**src/rtl/hx8352_bus_arbiter_if.sv**
```systemverilog
// Requester/controller bundle around the HX8352 write-port arbiter.
// The slave modport is the arbiter's view; master is the requesters'/controller's view.
interface hx8352_bus_arbiter_if #(
   parameter int N  = 3,
   parameter int DW = 16
);
   logic [N-1:0]    req;
   logic [N-1:0]    last;
   logic [N-1:0]    rs;
   logic [N*DW-1:0] data_in;
   logic [N-1:0]    ack;
   logic [N-1:0]    gnt;
   logic            abort;
   logic            lcd_valid;
   logic            lcd_rs;
   logic [DW-1:0]   lcd_data;
   logic            lcd_busy;
   logic            lcd_init_done;

   modport slave (
      input  req, last, rs, data_in, lcd_busy, lcd_init_done,
      output ack, gnt, abort, lcd_valid, lcd_rs, lcd_data
   );

   modport master (
      output req, last, rs, data_in, lcd_busy, lcd_init_done,
      input  ack, gnt, abort, lcd_valid, lcd_rs, lcd_data
   );
endinterface

```
**src/rtl/hx8352_bus_arbiter.sv**
```systemverilog
// Round-robin arbiter sharing the hx8352_controller write port between N requesters,
// one grant per burst, with a burst-length cap and an idle timeout forcing release.
module hx8352_bus_arbiter #(
   parameter int N            = 3,
   parameter int DW           = 16,
   parameter int MAX_BURST    = 64,
   parameter int IDLE_TIMEOUT = 255
) (
   input logic                 clk_1MHz,
   input logic                 rst,
   hx8352_bus_arbiter_if.slave bus
);
   localparam int PW  = (N > 1) ? $clog2(N) : 1;
   localparam int WCW = (MAX_BURST > 0) ? $clog2(MAX_BURST + 1) : 1;
   localparam int ICW = $clog2(IDLE_TIMEOUT + 1);
   localparam int DIW = $clog2(N * DW);

   typedef enum logic [1:0] {
      IDLE  = 2'd0,
      ARB   = 2'd1,
      GRANT = 2'd2
   } state_t;

   state_t         state, state_nx;
   logic [PW-1:0]  ptr, ptr_nx;
   logic [PW-1:0]  g_idx, g_idx_nx;
   logic [N-1:0]   gnt_q, gnt_nx;
   logic [WCW-1:0] word_cnt, word_cnt_nx;
   logic [ICW-1:0] idle_cnt, idle_cnt_nx;
   logic           abort_q, abort_nx;

   logic           found;
   logic [PW-1:0]  sel;
   logic [PW-1:0]  g_next;
   logic [DIW-1:0] base;
   logic           release_g;
   logic [N-1:0]   ack_c;
   logic           valid_c;
   logic           rs_c;
   logic [DW-1:0]  data_c;

   // First requesting index at or after ptr, wrapping modulo N.
   always_comb begin
      logic [PW-1:0] cand;
      cand  = '0;
      found = 1'b0;
      sel   = ptr;
      for (int unsigned i = 0; i < N; i++) begin
         cand = PW'((32'(ptr) + i) % N);
         if (!found && bus.req[cand]) begin
            found = 1'b1;
            sel   = cand;
         end
      end
   end

   assign g_next = (g_idx == PW'(N - 1)) ? '0 : g_idx + 1'b1;
   assign base   = DIW'(g_idx) * DIW'(DW);

   always_comb begin
      state_nx    = state;
      ptr_nx      = ptr;
      g_idx_nx    = g_idx;
      gnt_nx      = gnt_q;
      word_cnt_nx = word_cnt;
      idle_cnt_nx = idle_cnt;
      abort_nx    = 1'b0;
      release_g   = 1'b0;
      ack_c       = '0;
      valid_c     = 1'b0;
      rs_c        = 1'b0;
      data_c      = '0;
      // Losing init overrides everything: no transfer, no abort, ptr kept.
      if (!bus.lcd_init_done) begin
         state_nx = IDLE;
         gnt_nx   = '0;
      end else begin
         unique case (state)
            IDLE: state_nx = ARB;
            ARB: begin
               if (found) begin
                  gnt_nx      = N'(1) << sel;
                  g_idx_nx    = sel;
                  word_cnt_nx = '0;
                  idle_cnt_nx = '0;
                  state_nx    = GRANT;
               end
            end
            GRANT: begin
               valid_c = bus.req[g_idx];
               rs_c    = bus.rs[g_idx];
               data_c  = bus.data_in[base +: DW];
               if (valid_c && !bus.lcd_busy) begin
                  ack_c       = N'(1) << g_idx;
                  idle_cnt_nx = '0;
                  if (MAX_BURST != 0) word_cnt_nx = word_cnt + 1'b1;
                  if (bus.last[g_idx]) begin
                     release_g = 1'b1;
                  end else if ((MAX_BURST != 0) && (word_cnt == WCW'(MAX_BURST - 1))) begin
                     release_g = 1'b1;
                     abort_nx  = 1'b1;
                  end
               end else if (!valid_c) begin
                  if (idle_cnt == ICW'(IDLE_TIMEOUT - 1)) begin
                     release_g = 1'b1;
                     abort_nx  = 1'b1;
                  end else begin
                     idle_cnt_nx = idle_cnt + 1'b1;
                  end
               end else begin
                  idle_cnt_nx = '0;
               end
               if (release_g) begin
                  state_nx = ARB;
                  gnt_nx   = '0;
                  ptr_nx   = g_next;
               end
            end
            default: state_nx = IDLE;
         endcase
      end
   end

   always_ff @(posedge clk_1MHz or posedge rst) begin
      if (rst) begin
         state    <= IDLE;
         ptr      <= '0;
         g_idx    <= '0;
         gnt_q    <= '0;
         word_cnt <= '0;
         idle_cnt <= '0;
         abort_q  <= 1'b0;
      end else begin
         state    <= state_nx;
         ptr      <= ptr_nx;
         g_idx    <= g_idx_nx;
         gnt_q    <= gnt_nx;
         word_cnt <= word_cnt_nx;
         idle_cnt <= idle_cnt_nx;
         abort_q  <= abort_nx;
      end
   end

   assign bus.ack       = ack_c;
   assign bus.gnt       = gnt_q;
   assign bus.abort     = abort_q;
   assign bus.lcd_valid = valid_c;
   assign bus.lcd_rs    = rs_c;
   assign bus.lcd_data  = data_c;
endmodule

```
**src/flat_wrapper.sv**
```systemverilog
// flat-port wrapper written by rule: the top's interface ports become plain ports
module hx8352_bus_arbiter_flat 
#(
   parameter int N            = 3,
   parameter int DW           = 16,
   parameter int MAX_BURST    = 64,
   parameter int IDLE_TIMEOUT = 255
)
  (clk_1MHz, rst, bus_req, bus_last, bus_rs, bus_data_in, bus_lcd_busy, bus_lcd_init_done, bus_ack, bus_gnt, bus_abort, bus_lcd_valid, bus_lcd_rs, bus_lcd_data);
  hx8352_bus_arbiter_if #(.N(N), .DW(DW)) bus_i ();
  input logic clk_1MHz;
  input logic rst;
  input wire logic [$bits(bus_i.req)-1:0] bus_req;
  input wire logic [$bits(bus_i.last)-1:0] bus_last;
  input wire logic [$bits(bus_i.rs)-1:0] bus_rs;
  input wire logic [$bits(bus_i.data_in)-1:0] bus_data_in;
  input wire logic [$bits(bus_i.lcd_busy)-1:0] bus_lcd_busy;
  input wire logic [$bits(bus_i.lcd_init_done)-1:0] bus_lcd_init_done;
  output wire logic [$bits(bus_i.ack)-1:0] bus_ack;
  output wire logic [$bits(bus_i.gnt)-1:0] bus_gnt;
  output wire logic [$bits(bus_i.abort)-1:0] bus_abort;
  output wire logic [$bits(bus_i.lcd_valid)-1:0] bus_lcd_valid;
  output wire logic [$bits(bus_i.lcd_rs)-1:0] bus_lcd_rs;
  output wire logic [$bits(bus_i.lcd_data)-1:0] bus_lcd_data;
  assign bus_i.req = bus_req;
  assign bus_i.last = bus_last;
  assign bus_i.rs = bus_rs;
  assign bus_i.data_in = bus_data_in;
  assign bus_i.lcd_busy = bus_lcd_busy;
  assign bus_i.lcd_init_done = bus_lcd_init_done;
  assign bus_ack = bus_i.ack;
  assign bus_gnt = bus_i.gnt;
  assign bus_abort = bus_i.abort;
  assign bus_lcd_valid = bus_i.lcd_valid;
  assign bus_lcd_rs = bus_i.lcd_rs;
  assign bus_lcd_data = bus_i.lcd_data;
  hx8352_bus_arbiter #(.N(N), .DW(DW), .MAX_BURST(MAX_BURST), .IDLE_TIMEOUT(IDLE_TIMEOUT)) u_core (.clk_1MHz(clk_1MHz), .rst(rst), .bus(bus_i));
endmodule
```
**config.mk**
```make
export PLATFORM = sky130hd
export DESIGN_NAME = hx8352_bus_arbiter_flat
export DESIGN_NICKNAME = d
export VERILOG_FILES = /design/src/rtl/hx8352_bus_arbiter_if.sv /design/src/rtl/hx8352_bus_arbiter.sv /design/src/flat_wrapper.sv
export SDC_FILE = /design/constraint.sdc
export NUM_CORES = 1
export LEC_CHECK = 0
export CORE_MARGIN = 10
export CORE_UTILIZATION = 30
export CTS_BUF_LIST = sky130_fd_sc_hd__clkbuf_16
export CTS_CLUSTER_DIAMETER = 120
export DETAILED_ROUTE_END_ITERATION = 8
export PLACE_DENSITY_LB_ADDON = 0.08
export SETUP_SLACK_MARGIN = 0.05
export SYNTH_ARGS = -nofsm -noshare
export SYNTH_HDL_FRONTEND = slang
export SYNTH_SLANG_ARGS = --single-unit
```
**constraint.sdc**
```tcl
create_clock -name clk_1MHz -period 3.5 [get_ports clk_1MHz]
set_clock_uncertainty 0.05 [all_clocks]
set_input_delay 0.525 -clock clk_1MHz [delete_from_list [all_inputs] [get_ports clk_1MHz]]
set_output_delay 0.525 -clock clk_1MHz [all_outputs]
set_load 0.03 [all_outputs]
```
# Yosys cells after proc, flatten, opt, wreduce, memory -nomap -nowiden
# Index checks and enable logic that the tools add are counted.
# totals
elab_cells	102
input_bits	61
output_inout_bits	25
reg_bits	25
# op_classes
shift	3
addsub	5
magnitude_cmp	4
div_mod_pow	3
n_reduce_logical	14
mux	55
eq_ne	11
# op_table
cell	count
$mod A32 B2 Y32 const B	2
$shiftx A48 B7 Y16	1
$mod A2 B2 Y32 const B	1
$mux W16	2
$mux W8	4
$mux W1	24
$mux W3	6
$pmux W8 S2	1
$mux W2	7
$mux W7	2
$pmux W7 S2	1
$bmux W1 S2	6
$lt A2 B3 Y1 const B	4
$reduce_and A3 Y1	3
$add A8 B1 Y8 const B	1
$eq A8 B8 Y1 const B	1
$reduce_and A4 Y1	2
$add A7 B1 Y7 const B	1
$eq A7 B6 Y1 const B	1
$ne A3 B2 Y1 const B	2
$pmux W2 S3	1
$pmux W3 S2	1
$shl A1 B2 Y3 const A	2
$eq A2 B2 Y1 const B	2
12 further kinds	17

# Depth between registers and ports, before layout
# Gate-level depths: netlist (run 1).
# logic_depth
ltp_word	14
mapped_depth	9
mapped_depth_nobuf	7

# Worst setup path before layout (run 1)
# Ideal clock, no wire load.
# synth_timing
kind	flip-flop to output port
start	register u_core.g_idx[1]
end	output bus_ack[2]
required_time_ps	2925
setup_slack_ps	1035
t_arrival_ps	1890
path_stages_with_launch	5
path_buffers	2
path_cell_list	dfrtp_1 -> buf_2 -> buf_1 -> nand2_1 -> nor4_1
# synth_via
elab_chain_len	6
word_cells_on_any_way	7
cone_classes	shift (1); mux (5); reduce/logical (1)
# synth_rtl
element	line_no	rtl
start: declaration	hx8352_bus_arbiter.sv:26	logic [PW-1:0] g_idx, g_idx_nx;
start signal: assignment	hx8352_bus_arbiter.sv:136	g_idx <= g_idx_nx;
$bmux W1 S2	hx8352_bus_arbiter.sv:90	valid_c = bus.req[g_idx];
$mux W1 (implied by the code)	hx8352_bus_arbiter.sv:90	
$logic_and A1 B1 Y1	hx8352_bus_arbiter.sv:93	if (valid_c && !bus.lcd_busy) begin
$mux W3 *	hx8352_bus_arbiter.sv:93	
$mux W3 *	hx8352_bus_arbiter.sv:78	unique case (state)
$mux W3 *	hx8352_bus_arbiter.sv:74	if (!bus.lcd_init_done) begin
end: declaration	flat_wrapper.sv:19	output wire logic [$bits(bus_i.ack)-1:0] bus_ack;
# Every way passes the cells marked *; elsewhere a longest branch is shown, timed or not. The select of a mux whose other input is x is not followed.

# Worst setup path after layout (run 1)
# layout_timing
start	input bus_req[2]
end	output bus_lcd_valid
# layout_via
elab_chain_len	4
# layout_rtl
element	line_no	rtl
start: declaration	flat_wrapper.sv:13	input wire logic [$bits(bus_i.req)-1:0] bus_req;
$bmux W1 S2	hx8352_bus_arbiter.sv:90	
$mux W1 (implied by the code)	hx8352_bus_arbiter.sv:90	
$mux W1	hx8352_bus_arbiter.sv:78	
$mux W1	hx8352_bus_arbiter.sv:74	
end: declaration	flat_wrapper.sv:22	output wire logic [$bits(bus_i.lcd_valid)-1:0] bus_lcd_valid;
# Every way passes these cells. The select of a mux whose other input is x is not followed.

==> summary.txt, run 1 <==
status -> finished, final reports clean
FILL cells -> 730
hold slack final -> 453.6 ps
final core occ -> 44.99%
final setup vio count -> 0
vias per inst -> 5.138
RSZ-0062 raised after global routing -> false
final setup margin -> 483.1 ps
design area -> 3298 sq um
number of synthesized register bits -> 25
Synth top area share -> 27.32%
DP HPWL -> 5823 um
Multi-input gate area -> 1535 sq um
min cycle time layout -> 3017 ps
count of final hold-check violations -> 0
Synth area leaders -> dfrtp_1 (27%), mux2i_1 (9.6%), nor2_1 (7.2%)
pre-CTS setup slack -> 497.6 ps
sequential area share after synthesis -> 27.32%
Setup Buffers After CTS -> 0
row cnt -> 31
die width -> 107.4 um
number of diodes -> 0
global-route wire length before repair -> 11,930 um
WHS Endpoint -> u_core.idle_cnt[5]
Die Height -> 107.4 um
1st-pass router iterations -> 4
yosys warns -> 0
H-tree Lvls -> 1
post_cts resized -> 0
max-slew violations -> 0
largest net degree at the start of global routing -> 26
Rel. slew slack -> 34.06%
Cell Area, Synth -> 2290 sq um
asr flop ratio synth -> 100.0%
Worst R2R Path Depth -> 7
clock sink count -> 25
CTS tree -> done
Core ar. -> 7331 sq um
GRT Util Overall -> 12.50%
GRT overflow -> 0
drt total wl -> 7414 um
hold_sp -> u_core.idle_cnt[5]
Worst R2R End -> u_core.idle_cnt[7]
vias in the first global route -> 2,341
gpl congestion -> 0.7988
Layout area overhead -> 44.04%
drt first-iter violations -> 92
starting density of the core -> 31.23%
post-synth top area cell -> dfrtp_1
Fmax -> 331.5 MHz
most frequent cells in the layout -> clkdlybuf4s50_1 (78), nor2_1 (44), dfrtp_1 (25)
DR vias -> 2,343
Pwr Total -> 1.962 mW
PwrDens -> 594.7 nW/um^2
reg2reg start -> u_core.ptr[0]
IO Count -> 86
Worst R2R Setup Slack -> 930 ps
crit path launch type -> input port
Leak Pwr -> 1.268 nW
FF/Latch Area -> 625.6 sq um
Antenna Violating Nets Remaining -> 0
worst path required time -> 2920 ps
clk_lat worst skew -> 260 ps
number of remaining DRC errors -> 0
total negative setup slack -> 0 ps
Max IR drop VDD -> 0.2219 mV
EDFF count, synth -> 0
Placed Cells -> 452
Non-Filler Instances -> 456
DIE AREA -> 11,530 sq um
CTS Root Cell -> clkbuf_16
Post-synth top flop -> dfrtp_1
port bufs -> 85
Tcrit/Tclk final -> 86.20%
Slew @ Worst Pin -> 988.0 ps
CTS Buf Count -> 3
Post-DP Area -> 3219 sq um
Post-Synthesis Cells -> 278
hold_buf cts -> 0
hold path depth -> 1
Syn Nets -> 349
CTS Buffer Depth -> 2
hold crit path type -> reg2reg
fin nets -> 429
CP max FO -> 8
wire length per cell -> 16.26 um
Netlist cell types -> 57
ratio of cells with drive above 1 in the final layout -> 9.804%
Setup CP Type -> in2out
Reg clk slew, reported paths -> 60 ps
initial antenna violation count -> 0
arrival time worst endpoint -> 2440 ps
Syn Area/Cell -> 8.236 sq um
max_cap viols -> 0
commonest non-fill, non-tap cell in the layout -> clkdlybuf4s50_1
Worst Setup End Kind -> output pin
==> Yosys cell counts (all sizes together) (5+ instances only) <==
master  instances
nand3           5
nor2           44
inv            11
o21ai          11
nand4b          5
buf            14
dfrtp          25
ha             10
nor3            8
nand2          25
o211ai          9
mux2i          23
a21oi          25
a31oi           6
==> critical path, stage by stage <==
cell	delay, ps
clkdlybuf4s50_1	600
mux2i_1	150
o21a_1	300
nor2_1	140
clkdlybuf4s50_1	720
==> cell type report <==
class / instances / share of cell area [%]
well taps: 99 / 3.756
multi-input cells: 224 / 46.55
inverters: 11 / 1.252
clock buffers: 3 / 2.276
clock inverters: 1 / 0.1138
flip-flops and latches: 25 / 18.97
repair buffers: 93 / 27.09
==> how the worst max path moves through the flow <==
stage                          to       startpoint  depth (start not counted)
detailed placement  bus_lcd_valid       bus_req[1]                          5
floorplan              bus_ack[2]  u_core.g_idx[1]                          4
finish              bus_lcd_valid       bus_req[2]                          5
CTS                 bus_lcd_valid       bus_req[1]                          5
global placement    bus_lcd_valid       bus_req[2]                          5
global route        bus_lcd_valid       bus_req[1]                          5
==> registers in the layout, summed over array words and instances (netlist names) <==
register,count
u_core.state,2
u_core.g_idx,2
u_core.ptr,2
u_core.bus.abort,1
u_core.bus.gnt,3
u_core.idle_cnt,8
u_core.word_cnt,7
==> cells by family (layout without fill, tap and decap cells) <==
family / after synthesis / count (layout) / synth area share [%]
muxes: 27 / 27 / 12.19
and+or+nand+nor: 109 / 109 / 23.17
buffers and inverters: 29 / 108 / 5.628
DFF: 25 / 25 / 27.32
adders and majority gates: 10 / 10 / 5.464
AOI/OAI and AO/OA: 78 / 78 / 26.23
==> report_power, final <==
| part | internal (mW) | switching (mW) |
|---|---|---|
| logic | 0.543 | 0.727 |
| clock network | 0.153 | 0.103 |
| registers | 0.358 | 0.0768 |
==> routing by layer <==
metal	vias up	global-route usage, %	wire length [um]
met3	4	7.605	1037
met5	-	0	0
met4	0	2.576	59
li1	1181	-	-
met2	87	18.80	3125
met1	1071	14.93	3191
(Power assumes the default switching activity.)
==> run 2: changes to the inputs <==
Settings changed: CORE_MARGIN 10 to 8.
==> summary.txt, run 2 (synthesis gave the netlist of run 1 again) <==
status -> finished, final reports clean
Core ar. -> 7567 sq um (+3.2%)
CTS Root Cell -> clkbuf_16
initial antenna violation count -> 0 (unchanged)
Placed Cells -> 454 (+0.44%)
max_cap viols -> 0 (unchanged)
Reg clk slew, reported paths -> 60 ps (about the same)
fin nets -> 428 (-0.23%)
wire length per cell -> 15.62 um (-3.9%)
Rel. slew slack -> 35.54% (+1.5 points)
CTS tree -> done
Setup Buffers After CTS -> 0 (unchanged)
DIE AREA -> 10,680 sq um (-7.3%)
count of final hold-check violations -> 0 (unchanged)
1st-pass router iterations -> 4 (unchanged)
largest net degree at the start of global routing -> 26 (unchanged)
number of diodes -> 0 (unchanged)
port bufs -> 85 (unchanged)
clk_lat worst skew -> 260 ps (about the same)
Leak Pwr -> 1.259 nW (-0.72%)
vias in the first global route -> 2,524 (+7.8%)
hold crit path type -> reg2reg
min cycle time layout -> 2963 ps (-53.61 ps)
drt total wl -> 7155 um (-3.5%)
worst path required time -> 2920 ps (about the same)
H-tree Lvls -> 1 (unchanged)
max-slew violations -> 0 (unchanged)
Slew @ Worst Pin -> 965.9 ps (-22.07 ps)
starting density of the core -> 30.26% (-0.98 points)
Layout area overhead -> 44.75%
hold_buf cts -> 0 (unchanged)
number of remaining DRC errors -> 0 (unchanged)
gpl congestion -> 0.7211 (-9.7%)
Setup CP Type -> in2out
GRT overflow -> 0 (unchanged)
FILL cells -> 772 (+5.8%)
Top reg by flops -> u_core.idle_cnt
die width -> 103.4 um (-3.7%)
row cnt -> 32 (+3.2%)
DP HPWL -> 5632 um (-3.3%)
Non-Filler Instances -> 458 (+0.44%)
arrival time worst endpoint -> 2390 ps (-50 ps)
CTS Buffer Depth -> 2 (unchanged)
ratio of cells with drive above 1 in the final layout -> 8.708% (-1.1 points)
Die Height -> 103.4 um (-3.7%)
Antenna Violating Nets Remaining -> 0 (unchanged)
CP max FO -> 7 (-1)
final setup vio count -> 0 (unchanged)
drt first-iter violations -> 97 (+5.4%)
clock sink count -> 25 (unchanged)
most frequent cells in the layout -> clkdlybuf4s50_1 (81), nor2_1 (44), dfrtp_1 (25)
vias per inst -> 5.170 (+0.63%)
Tcrit/Tclk final -> 84.66% (-1.5 points)
total negative setup slack -> 0 ps (unchanged)
DR vias -> 2,368 (+1.1%)
Fmax -> 337.5 MHz (+1.8%)
post_cts resized -> 0 (unchanged)
CTS Buf Count -> 3 (unchanged)
commonest non-fill, non-tap cell in the layout -> clkdlybuf4s50_1
Max IR drop VDD -> 0.2010 mV (-9.4%)
IO Count -> 86 (unchanged)
GRT Util Overall -> 14.17% (+1.7 points)
PwrDens -> 589.2 nW/um^2 (-0.93%)
flip-flop count of the largest register after layout -> 8 (unchanged)
RSZ-0062 raised after global routing -> false
crit path launch type -> input port
Worst Setup End Kind -> output pin
global-route wire length before repair -> 12,130 um (+1.7%)
## run 2: cell types whose count changed in the layout (fill, tap and decap cells not counted)
cell	change
clkdlybuf4s50_1	+3
buf_12	+1
buf_4	-5
## run 2: final cells by class
class	instances	area, sq um	area share (%)
inverters	11	41.29	1.246
multi-input cells	224	1535	46.32
clock buffers	3	75.07	2.265
clock inverters	1	3.754	0.1133
repair buffers	92	905.9	27.33
flip-flops and latches	25	625.6	18.88
well taps	102	127.6	3.850
## run 2: critical path, stage by stage
cell and delay, ps:
clkdlybuf4s50_1 620, mux2i_1 180, o21a_1 230, nor2_1 120
clkdlybuf4s50_1 720
## run 2: path summary, 6_finish.rpt
| kind | start | endpoint | slack, ps | depth (start not counted) |
|---|---|---|---|---|
| max | bus_req[2] | bus_lcd_valid | 540 | 5 |
| min | u_core.idle_cnt[5] | u_core.idle_cnt[5] | 440 | 1 |
| max reg2reg | u_core.ptr[0] | u_core.idle_cnt[7] | 950 | 7 |
| min reg2reg | u_core.idle_cnt[5] | u_core.idle_cnt[5] | 440 | 1 |
| max in group asynchronous | rst | u_core.idle_cnt[5] | 2080 | 2 |
| min in group asynchronous | rst | u_core.idle_cnt[2] | 740 | 2 |
## run 2: power breakdown
part	internal [mW]	switching, mW
clock network	0.153	0.105
logic	0.539	0.703
registers	0.358	0.0948
total	1.05	0.903
## run 2: stage by stage
| stage | hold slack [ps] | util [%] | setup WS (ps) | power [mW] | instance area [sq um] |
|---|---|---|---|---|---|
| floorplan | 402.9 | - | 1035 | 1.377 | 2290 |
| global placement | 422.9 | 42.76 | 568.9 | 1.707 | 3236 |
| detailed placement | 428.7 | 42.76 | 542.9 | 1.705 | 3236 |
| CTS | 444.4 | 43.80 | 532.2 | 1.975 | 3314 |
| global route | 464.2 | 43.80 | 445.8 | 2.106 | 3314 |
| finish | 438.7 | 43.80 | 536.8 | 1.953 | 3314 |
## run 2: layer usage
layer  vias to the layer above  track usage [%]  routed length, um  part of all wire [%]
li1                       1180                -                  -                     -
met3                         4            8.233                982                    14
met1                      1097            15.89               3010                    42
met4                         0            3.003                 63                  0.88
met2                        87            22.73               3098                    43
met5                         -                0                  0                     0
==> run 3: changes to the inputs <==
Clock period 3.5 ns to 2.5 ns, I/O delays scaled along.
==> summary.txt, run 3 (synthesis gave the netlist of run 1 again) <==
Worst R2R End -> u_core.idle_cnt[5]
vias per inst -> 5.138 (-0.63%)
final setup vio count -> 0 (unchanged)
FF/Latch Area -> 625.6 sq um (unchanged)
GRT Util Overall -> 14.22% (+0.052 points)
max-slew violations -> 0 (unchanged)
Largest delay share family, worst path -> compound AO/OA/AOI/OAI gates
die width -> 103.4 um (unchanged)
Max IR drop VDD -> 0.3309 mV (+65%)
CTS Buf Count -> 3 (unchanged)
total negative setup slack -> 0 ps (unchanged)
hold crit path type -> in2async
H-tree Lvls -> 1 (unchanged)
Worst R2R Setup Slack -> 180 ps (-770 ps)
1st-pass router iterations -> 6 (+2)
Antenna Violating Nets Remaining -> 0 (unchanged)
CP max FO -> 11 (+4)
starting density of the core -> 30.26% (unchanged)
DIE AREA -> 10,680 sq um (unchanged)
flip-flop count of the largest register after layout -> 8 (unchanged)
CTS Buffer Depth -> 2 (unchanged)
WL met3 -> 874 um (-11%)
Reg clk slew, reported paths -> 70 ps (about the same)
CTS tree -> done
FILL cells -> 725 (-6.1%)
DP HPWL -> 5882 um (+4.4%)
pre-CTS setup slack -> 62.05 ps (-480.9 ps)
IO Count -> 86 (unchanged)
CTS Root Cell -> clkbuf_16
Met1 Wirelength -> 3264 um (+8.4%)
Core ar. -> 7567 sq um (unchanged)
wire length per cell -> 15.47 um (-0.95%)
Setup Buffers After CTS -> 0 (unchanged)
fin nets -> 442 (+3.3%)
global-route wire length before repair -> 12,070 um (-0.51%)
Setup CP Type -> reg2reg
Highest Signal Layer -> met4
Top reg by flops -> u_core.idle_cnt
status -> finished, final reports clean
met2 wire length -> 3089 um (-0.29%)
Tcrit/Tclk final -> 92.66%
reg2reg start -> u_core.ptr[0]
arrival time worst endpoint -> 2420 ps (+30 ps)
Worst R2R Path Depth -> 7 (unchanged)
Crit path largest cell delay -> 530 ps (-190 ps)
number of remaining DRC errors -> 0 (unchanged)
drt total wl -> 7304 um (+2.1%)
Crit path buffers/inverters -> 1 (-1)
port bufs -> 85 (unchanged)
max_cap viols -> 0 (unchanged)
worst path required time -> 2600 ps (-320 ps)
crit path max-delay cell type -> o311a_1
GRT overflow -> 0 (unchanged)
vias in the first global route -> 2,479 (-1.8%)
Slew @ Worst Pin -> 452.6 ps (-513.3 ps)
commonest non-fill, non-tap cell in the layout -> clkdlybuf4s50_1
clk_lat worst skew -> 260 ps (about the same)
count of final hold-check violations -> 0 (unchanged)
number of diodes -> 0 (unchanged)
Layout area overhead -> 48.09%
clock sink count -> 25 (unchanged)
PwrDens -> 847.9 nW/um^2 (+44%)
min cycle time layout -> 2317 ps
Rel. slew slack -> 69.40% (+34 points)
final setup margin -> 183.4 ps (-353.3 ps)
row cnt -> 32 (unchanged)
ratio of cells with drive above 1 in the final layout -> 17.57% (+8.9 points)
RSZ-0062 raised after global routing -> false
largest net degree at the start of global routing -> 26 (unchanged)
DR vias -> 2,425 (+2.4%)
Multi-input gate area -> 1544 sq um (+0.57%)
Fmax -> 431.7 MHz
crit path launch type -> register
Leak Pwr -> 1.381 nW (+9.8%)
gpl congestion -> 0.7534 (+4.5%)
most frequent cells in the layout -> clkdlybuf4s50_1 (62), nor2_1 (44), buf_4 (41)
worst-path cell chain -> inv_1, ha_1, and2b_4, o2bb2ai_4, o311a_1, and3_1, o22a_1
initial antenna violation count -> 0 (unchanged)
Die Height -> 103.4 um (unchanged)
Worst Setup End Kind -> register
drt first-iter violations -> 110 (+13%)
==> run 3: changes by cell type in the layout (fill, tap and decap cells not counted), sizes merged <==
cell	before	now
dlymetal6s2s	0	2
clkdlybuf4s50	81	62
buf	11	42
==> run 3: worst register-to-register path, cell delays in order, from the launching register on <==
cell and delay [ps]:
dfrtp_1 410, inv_1 90, ha_1 380, and2b_4 210, o2bb2ai_4 130, o311a_1 530, and3_1 240, o22a_1 170
==> run 3: how the worst max path moves through the flow <==
stage	start	endpoint	slack (ps)	cells after the start
after detailed placement	bus_req[2]	u_core.ptr[1]	60	6
after global placement	bus_req[2]	u_core.idle_cnt[5]	70	6
after floorplan	u_core.g_idx[1]	bus_ack[2]	180	4
after CTS	bus_req[2]	bus_lcd_valid	130	6
final	u_core.ptr[0]	u_core.idle_cnt[5]	180	7
after global routing	u_core.ptr[1]	u_core.idle_cnt[5]	50	7
==> run 3: cell type report <==
type	instances	area share [%]
multi-input combinational	224	45.54
timing repair buffer	106	28.71
sequential	25	18.45
tap	102	3.764
clock buffer	3	2.214
inverter	11	1.218
clock inverter	1	0.1107
==> run 3: through the flow <==
step | total power [mW] | hold slack [ps] | cells | util (%) | instance area, sq um
after CTS | 2.897 | 438.1 | 472 | 44.63 | 3377
after global routing | 3.108 | 458.8 | 472 | 44.81 | 3391
after global placement | 2.518 | 424.1 | 468 | 43.58 | 3298
after detailed placement | 2.526 | 431.2 | 468 | 43.58 | 3298
after floorplan | 1.927 | 352.3 | 278 | - | 2290
final | 2.875 | 420.3 | 472 | 44.81 | 3391
==> run 3: metal layers <==
| layer | track usage, % | vias up |
|---|---|---|
| met3 | 7.363 | 6 |
| met5 | 0 | - |
| met1 | 17.51 | 1116 |
| met4 | 2.670 | 0 |
| met2 | 21.70 | 92 |
| li1 | - | 1211 |
==> run 3: power by group <==
group          total [mW]  switching, mW  leakage [nW]  internal (mW)
logic                1.88           1.02         0.996          0.863
registers           0.635          0.133         0.343          0.502
clock network       0.359          0.145        0.0423          0.214
total                2.88           1.30          1.38           1.58
==> run 3: what timing repair did <==
action                     CTS  global route
setup endpoints to repair    0             7
hold buffers                 0             0
resized for setup            0             5
